===== src/rtl/mdu_seq_if.sv =====
// Pipeline <-> MDU sequencer handshake bundle.
// The master side is the decode/execute stage; the slave side is mdu_seq.
interface mdu_seq_if;
  logic        op_valid;
  logic [2:0]  op;
  logic        flush;
  logic [31:0] a_in;
  logic [31:0] b_in;
  logic [2:0]  mdu_ctrl;
  logic [31:0] src_a;
  logic [31:0] src_b;
  logic        busy;
  logic        stall;
  logic        done;
  logic        div0;

  modport master (
    output op_valid, op, flush, a_in, b_in,
    input  mdu_ctrl, src_a, src_b, busy, stall, done, div0
  );

  modport slave (
    input  op_valid, op, flush, a_in, b_in,
    output mdu_ctrl, src_a, src_b, busy, stall, done, div0
  );
endinterface


===== src/rtl/mdu_seq.sv =====
// Multicycle sequencer for the multiply/divide unit: holds operands and opcode
// stable for MULT_LAT/DIV_LAT cycles and stalls the pipeline meanwhile.
module mdu_seq #(
  parameter int unsigned MULT_LAT = 4,
  parameter int unsigned DIV_LAT  = 16
) (
  input logic      clk,
  input logic      reset,
  mdu_seq_if.slave bus
);
  typedef enum logic {IDLE, BUSY} state_e;

  localparam logic [7:0] MULT_CNT = 8'(MULT_LAT - 1);
  localparam logic [7:0] DIV_CNT  = 8'(DIV_LAT - 1);
  localparam logic [2:0] OP_IDLE  = 3'b100;

  state_e      state_q, state_d;
  logic [2:0]  op_q, op_d;
  logic [31:0] a_q, a_d;
  logic [31:0] b_q, b_d;
  logic [7:0]  cnt_q, cnt_d;
  logic        done_q, done_d;
  logic        div0_q, div0_d;
  logic        accept;
  logic        div_zero;

  always_ff @(posedge clk or posedge reset) begin
    if (reset) begin
      state_q <= IDLE;
      op_q    <= OP_IDLE;
      a_q     <= '0;
      b_q     <= '0;
      cnt_q   <= '0;
      done_q  <= 1'b0;
      div0_q  <= 1'b0;
    end else begin
      state_q <= state_d;
      op_q    <= op_d;
      a_q     <= a_d;
      b_q     <= b_d;
      cnt_q   <= cnt_d;
      done_q  <= done_d;
      div0_q  <= div0_d;
    end
  end

  always_comb begin
    accept   = bus.op_valid & ~bus.flush & (state_q == IDLE);
    div_zero = (bus.op[2:1] == 2'b01) && (bus.b_in == '0);
    state_d  = state_q;
    op_d     = op_q;
    a_d      = a_q;
    b_d      = b_q;
    cnt_d    = cnt_q;
    done_d   = 1'b0;
    div0_d   = accept & div_zero;
    if (state_q == IDLE) begin
      // Divide by zero is swallowed here: it never reaches the MDU, so HI/LO stay intact.
      if (accept && !bus.op[2] && !div_zero) begin
        state_d = BUSY;
        op_d    = bus.op;
        a_d     = bus.a_in;
        b_d     = bus.b_in;
        cnt_d   = bus.op[1] ? DIV_CNT : MULT_CNT;
      end
    end else begin
      if (cnt_q == '0) begin
        state_d = IDLE;
        done_d  = 1'b1;
      end else begin
        cnt_d = cnt_q - 8'd1;
      end
    end
  end

  always_comb begin
    bus.busy  = (state_q == BUSY);
    bus.stall = bus.op_valid & ~bus.flush & (state_q == BUSY);
    bus.done  = done_q;
    bus.div0  = div0_q;
    if (state_q == BUSY) begin
      bus.mdu_ctrl = op_q;
      bus.src_a    = a_q;
      bus.src_b    = b_q;
    end else begin
      bus.mdu_ctrl = (accept && bus.op[2]) ? bus.op : OP_IDLE;
      bus.src_a    = bus.a_in;
      bus.src_b    = bus.b_in;
    end
  end
endmodule


===== src/flat_wrapper.sv =====
// flat-port wrapper written by rule: the top's interface ports become plain ports
module mdu_seq_flat 
#(
  parameter int unsigned MULT_LAT = 4,
  parameter int unsigned DIV_LAT  = 16
)
  (clk, reset, bus_op_valid, bus_op, bus_flush, bus_a_in, bus_b_in, bus_mdu_ctrl, bus_src_a, bus_src_b, bus_busy, bus_stall, bus_done, bus_div0);
  mdu_seq_if bus_i ();
  input logic clk;
  input logic reset;
  input wire logic [$bits(bus_i.op_valid)-1:0] bus_op_valid;
  input wire logic [$bits(bus_i.op)-1:0] bus_op;
  input wire logic [$bits(bus_i.flush)-1:0] bus_flush;
  input wire logic [$bits(bus_i.a_in)-1:0] bus_a_in;
  input wire logic [$bits(bus_i.b_in)-1:0] bus_b_in;
  output wire logic [$bits(bus_i.mdu_ctrl)-1:0] bus_mdu_ctrl;
  output wire logic [$bits(bus_i.src_a)-1:0] bus_src_a;
  output wire logic [$bits(bus_i.src_b)-1:0] bus_src_b;
  output wire logic [$bits(bus_i.busy)-1:0] bus_busy;
  output wire logic [$bits(bus_i.stall)-1:0] bus_stall;
  output wire logic [$bits(bus_i.done)-1:0] bus_done;
  output wire logic [$bits(bus_i.div0)-1:0] bus_div0;
  assign bus_i.op_valid = bus_op_valid;
  assign bus_i.op = bus_op;
  assign bus_i.flush = bus_flush;
  assign bus_i.a_in = bus_a_in;
  assign bus_i.b_in = bus_b_in;
  assign bus_mdu_ctrl = bus_i.mdu_ctrl;
  assign bus_src_a = bus_i.src_a;
  assign bus_src_b = bus_i.src_b;
  assign bus_busy = bus_i.busy;
  assign bus_stall = bus_i.stall;
  assign bus_done = bus_i.done;
  assign bus_div0 = bus_i.div0;
  mdu_seq #(.MULT_LAT(MULT_LAT), .DIV_LAT(DIV_LAT)) u_core (.clk(clk), .reset(reset), .bus(bus_i));
endmodule

===== config.mk =====
export PLATFORM = sky130hd
export DESIGN_NAME = mdu_seq_flat
export DESIGN_NICKNAME = d
export VERILOG_FILES = /design/src/rtl/mdu_seq_if.sv /design/src/rtl/mdu_seq.sv /design/src/flat_wrapper.sv
export SDC_FILE = /design/constraint.sdc
export NUM_CORES = 1
export LEC_CHECK = 0
export CAP_MARGIN = 10
export CORE_ASPECT_RATIO = 1.5
export CORE_UTILIZATION = 49
export CTS_CLUSTER_DIAMETER = 80
export DETAILED_ROUTE_END_ITERATION = 12
export PLACE_DENSITY = 0.85
export SYNTH_ARGS = -nofsm -noshare
export SYNTH_HDL_FRONTEND = slang
export SYNTH_SLANG_ARGS = --single-unit
export TNS_END_PERCENT = 30

===== constraint.sdc =====
create_clock -name clk -period 4.2 [get_ports clk]
set_clock_uncertainty 0.2 [all_clocks]
set_input_delay 0.84 -clock clk [delete_from_list [all_inputs] [get_ports clk]]
set_output_delay 0.84 -clock clk [all_outputs]
set_load 0.02 [all_outputs]

==> metrics.txt <==
# TYPE chip_impl_metric gauge
chip_impl_info{name="yosys_most_used_dff",value="sky130_fd_sc_hd__dfrtp_1"} 1
chip_impl_metric{name="layout-drive-gt1-share",unit="%"} 32.9
chip_impl_info{name="path_class",value="input port to output pin"} 1
chip_impl_info{name="unrepaired_setup_endpoints_after_global_routing",value="false"} 1
chip_impl_metric{name="global_route_wire_length_before_repair",unit="mm"} 16.1
chip_impl_metric{name="power_density",unit="nW/um^2"} 778
chip_impl_metric{name="synth_compound_area_share",unit="%"} 5.82
chip_impl_metric{name="grt_pass1_vias",unit=""} 3341
chip_impl_metric{name="timing.max_slew.rel_slack",unit="%"} 36.1
chip_impl_metric{name="max_slew.worst_pin.slew",unit="ns"} 0.958
chip_impl_info{name="r2r_start",value="u_core.bus.busy$_DFF_PP0_"} 1
chip_impl_metric{name="post_cts_hold_buffer_count",unit=""} 0
chip_impl_metric{name="worst_hold_path.num_cells",unit=""} 1
chip_impl_metric{name="seq_total_area_yosys",unit="%"} 47.8
chip_impl_metric{name="final_util",unit="%"} 72.8
chip_impl_metric{name="setup_violations",unit=""} 0
chip_impl_info{name="crit_path_top_delay_cell",value="sky130_fd_sc_hd__clkdlybuf4s50_1"} 1
chip_impl_metric{name="synth-simple-area-share",unit="%"} 6.49
chip_impl_metric{name="cpPeakStageDelay",unit="ns"} 0.62
chip_impl_metric{name="post-dp-hpwl",unit="mm"} 7.05
chip_impl_metric{name="ant_nets",unit=""} 0
chip_impl_metric{name="post-route-worst-setup-slack",unit="ns"} 0.779
chip_impl_metric{name="vias",unit=""} 3002
chip_impl_metric{name="cts-buffers-inserted",unit=""} 9
chip_impl_info{name="cp-end-kind",value="output pin"} 1
chip_impl_metric{name="cp.required",unit="ns"} 3.16
chip_impl_metric{name="timing.critical_path.buf_inv",unit=""} 2
chip_impl_metric{name="grt_start_max_net_pins",unit=""} 58
chip_impl_metric{name="slew_violations",unit=""} 0
chip_impl_metric{name="gp_congestion",unit=""} 0.760
chip_impl_info{name="outcome",value="finished clean"} 1
chip_impl_metric{name="async_flop_share",unit="%"} 100
chip_impl_metric{name="ys_warn_count",unit=""} 0
chip_impl_metric{name="dpl_cell_area",unit="sq um"} 5580
chip_impl_info{name="min-delay-path-class",value="flop to flop"} 1
chip_impl_info{name="cts_tree",value="built"} 1
chip_impl_metric{name="post_synth_inst_count",unit=""} 300
chip_impl_metric{name="post-route-period-util",unit="%"} 81.5
chip_impl_metric{name="chipHeight",unit="um"} 114
chip_impl_metric{name="layout.nets",unit=""} 515
chip_impl_metric{name="place.port_buffers",unit=""} 141
chip_impl_metric{name="cts_htree_levels",unit=""} 3
chip_impl_metric{name="antenna_found_initial",unit=""} 0
chip_impl_metric{name="post-route-cell-area",unit="sq um"} 5870
chip_impl_metric{name="cts.path.max_buffers",unit=""} 2
chip_impl_info{name="hold_path_startpoint",value="u_core.b_q[18]$_DFFE_PP0P_"} 1
chip_impl_metric{name="crit_path_max_fanout",unit=""} 2
chip_impl_metric{name="fmaxAchievable",unit="MHz"} 292
chip_impl_metric{name="area_growth_syn_to_layout",unit="%"} 43.6
chip_impl_metric{name="netlist_area",unit="sq um"} 4090
chip_impl_metric{name="synth_adder_area_share",unit="%"} 0.613
chip_impl_metric{name="die-area",unit="sq um"} 8710
chip_impl_metric{name="static-leakage-power",unit="nW"} 2.58
chip_impl_metric{name="cts.repair_timing.setup_buffer_count",unit=""} 0
chip_impl_metric{name="grt_overflow_total",unit=""} 0
chip_impl_metric{name="worstSkewPairLatency",unit="ns"} 0.34
chip_impl_metric{name="cap_viol_max_count",unit=""} 0
chip_impl_metric{name="die-width",unit="um"} 76.6
chip_impl_metric{name="post_synth_num_cell_types",unit=""} 42
chip_impl_metric{name="route.detailed.wl_per_inst",unit="um"} 17.6
chip_impl_info{name="clock_root_buffer",value="sky130_fd_sc_hd__clkbuf_16"} 1
chip_impl_metric{name="ys_ff_latch",unit=""} 78
chip_impl_info{name="dominant_combinational_cell_family_by_area_after_synthesis",value="multiplexers"} 1
chip_impl_metric{name="syn-mean-instance-area",unit="sq um"} 13.6
chip_impl_metric{name="final_cell_count_no_fill",unit=""} 552
chip_impl_metric{name="post-place-cells",unit=""} 536
chip_impl_metric{name="synthesis.nets",unit=""} 373
chip_impl_metric{name="hold_viol",unit=""} 0
chip_impl_metric{name="detail_route.first_pass.iterations",unit=""} 4
chip_impl_metric{name="synth-edff-count",unit=""} 0
chip_impl_info{name="worst_setup_path_start_kind",value="input port"} 1
chip_impl_info{name="cpMostUsedCell",value="sky130_fd_sc_hd__clkdlybuf4s50_1"} 1
chip_impl_metric{name="clkSlewWorstSetupHoldPaths",unit="ns"} 0.05
chip_impl_metric{name="viasPerCell",unit=""} 5.44
chip_impl_metric{name="io_pins",unit=""} 142
chip_impl_info{name="worstHoldEndpoint",value="u_core.b_q[18]$_DFFE_PP0P_"} 1
chip_impl_metric{name="post_cts_resized",unit=""} 0
chip_impl_metric{name="diodes",unit=""} 0
chip_impl_metric{name="synth.mux.area_fraction",unit="%"} 35.5
chip_impl_metric{name="finalWorstPathRequiredPeriod",unit="ns"} 3.42
chip_impl_metric{name="detailedRoute.firstIterationViolations",unit=""} 112
chip_impl_info{name="worst_path_dominant_cell_family",value="buffers and inverters"} 1
chip_impl_metric{name="ir_drop",unit="uV"} 559
chip_impl_metric{name="synth_xor_xnor_area_share",unit="%"} 0.429
chip_impl_metric{name="worst-endpoint-arrival",unit="ns"} 2.38
chip_impl_metric{name="grt.total_usage",unit="%"} 24.0
chip_impl_metric{name="fp.coreArea",unit="sq um"} 8060
chip_impl_metric{name="reg_to_reg_setup_timing_slack",unit="ns"} 1.73
chip_impl_metric{name="initial_core_util",unit="%"} 50.7
chip_impl_metric{name="totalNegativeSetupSlack",unit="ns"} 0
chip_impl_metric{name="finalWirelength",unit="mm"} 9.73
chip_impl_metric{name="remaining_drc_errors",unit=""} 0
chip_impl_info{name="critical_path.cell_chain",value="clkdlybuf4s50_1 > nor2b_1 > nand3_1 > o21ai_0 > clkdlybuf4s50_1"} 1
chip_impl_info{name="timing.rr.end",value="u_core.cnt_q[2]$_DFFE_PP0P_"} 1
chip_impl_metric{name="clock_sink_count",unit=""} 78
chip_impl_metric{name="timing.reg2reg.worst_path_depth",unit=""} 5
chip_impl_metric{name="preCtsSetupSlack",unit="ns"} 0.773
chip_impl_metric{name="row_count",unit=""} 40
## worst register-to-register path, cell delays in order, from the launching register on
cell	delay, ns
sky130_fd_sc_hd__dfrtp_2	0.67
sky130_fd_sc_hd__buf_12	0.29
sky130_fd_sc_hd__inv_1	0.14
sky130_fd_sc_hd__a31oi_1	0.52
sky130_fd_sc_hd__a21oi_2	0.15
sky130_fd_sc_hd__a222oi_1	0.39
## flip-flops by register name, indices dropped and copies added (netlist names)
name             count
u_core.bus.busy      1
u_core.cnt_q         8
u_core.a_q          32
u_core.op_q          3
u_core.bus.done      1
u_core.bus.div0      1
u_core.b_q          32
## through the flow
| stage | total power, W | hold WS, ns |
|---|---|---|
| after CTS | 0.00460 | 0.297 |
| after global placement | 0.00377 | 0.268 |
| final | 0.00456 | 0.295 |
| after floorplan | 0.00280 | 0.259 |
| after detailed placement | 0.00383 | 0.277 |
| after global routing | 0.00479 | 0.307 |
## logic make-up after synthesis
family / count (synthesis)
compound gates: 29
xor+xnor: 2
fa+ha+maj: 2
buf+inv: 23
flops: 78
mux: 119
simple gates: 47
## placed cells by master (no fill, tap or decap), types with 3 or more instances in the layout
cell                                n
sky130_fd_sc_hd__clkinv_2           5
sky130_fd_sc_hd__clkbuf_8           3
sky130_fd_sc_hd__dfrtp_1           76
sky130_fd_sc_hd__buf_4              5
sky130_fd_sc_hd__nor3_1             4
sky130_fd_sc_hd__nand2_1            8
sky130_fd_sc_hd__nand3_1            5
sky130_fd_sc_hd__a22o_1            12
sky130_fd_sc_hd__a31oi_1            4
sky130_fd_sc_hd__clkbuf_16          9
sky130_fd_sc_hd__mux2_4            30
sky130_fd_sc_hd__clkdlybuf4s50_1  141
sky130_fd_sc_hd__mux2_2            87
sky130_fd_sc_hd__nor2_1             7
sky130_fd_sc_hd__nor4_1             8
sky130_fd_sc_hd__inv_1              6
## layout make-up
cell class	count	area [sq um]
Fill cell	550	2190
Multi-Input combinational cell	199	2000
Sequential cell	78	1950
Timing Repair Buffer	147	1470
Clock buffer	12	267
Tap cell	105	131
Inverter	7	27.5
Clock inverter	4	20.0
## cells in the mapped netlist (2+ instances only)
master / count / area [sq um]
sky130_fd_sc_hd__nand2_1: 8 / 30.0
sky130_fd_sc_hd__inv_1: 7 / 26.3
sky130_fd_sc_hd__nor4b_1: 2 / 17.5
sky130_fd_sc_hd__or3_1: 2 / 12.5
sky130_fd_sc_hd__nand4_1: 2 / 12.5
sky130_fd_sc_hd__o21ai_0: 2 / 10.0
sky130_fd_sc_hd__buf_1: 2 / 7.51
sky130_fd_sc_hd__a22o_1: 12 / 105
sky130_fd_sc_hd__buf_6: 6 / 67.6
sky130_fd_sc_hd__nor3_1: 4 / 20.0
sky130_fd_sc_hd__ha_1: 2 / 25.0
sky130_fd_sc_hd__nor4_1: 8 / 50.1
sky130_fd_sc_hd__mux2_4: 30 / 450
sky130_fd_sc_hd__a21oi_1: 2 / 10.0
sky130_fd_sc_hd__nor2b_1: 2 / 12.5
sky130_fd_sc_hd__mux2_2: 87 / 980
sky130_fd_sc_hd__nor2_1: 7 / 26.3
sky130_fd_sc_hd__clkbuf_1: 7 / 26.3
sky130_fd_sc_hd__dfrtp_1: 77 / 1930
sky130_fd_sc_hd__a31oi_1: 4 / 25.0
sky130_fd_sc_hd__nand2b_1: 2 / 12.5
sky130_fd_sc_hd__nand3_1: 5 / 25.0
## power by group
group	switching, W	internal (W)	leakage, nW
combinational	0.00107	0.00141	1.48
sequential	0.000238	0.00111	0.951
clock	0.000290	0.000444	0.148
## worst max-delay path by stage
stage | startpoint | to | slack (ns) | cells after the start
finish | bus_op_valid | bus_mdu_ctrl[0] | 0.78 | 5
global route | bus_op_valid | bus_mdu_ctrl[0] | 0.69 | 5
CTS | bus_op_valid | bus_mdu_ctrl[0] | 0.77 | 5
detailed placement | bus_op_valid | bus_mdu_ctrl[0] | 0.77 | 5
global placement | bus_op[1] | bus_mdu_ctrl[1] | 0.83 | 4
floorplan | reset | u_core.a_q[0]$_DFFE_PP0P_ | 1.17 | 1
## per-layer routing
metal,global-route usage (%),vias to the layer above,part of all wire [%],wire length (um)
li1,-,1394,-,-
met1,26.1,1470,39,3760
met2,42.0,113,52,5040
met3,6.80,25,6.3,609
met4,12.9,0,3.4,328
met5,0,-,0,0
(Power assumes the default switching activity.)
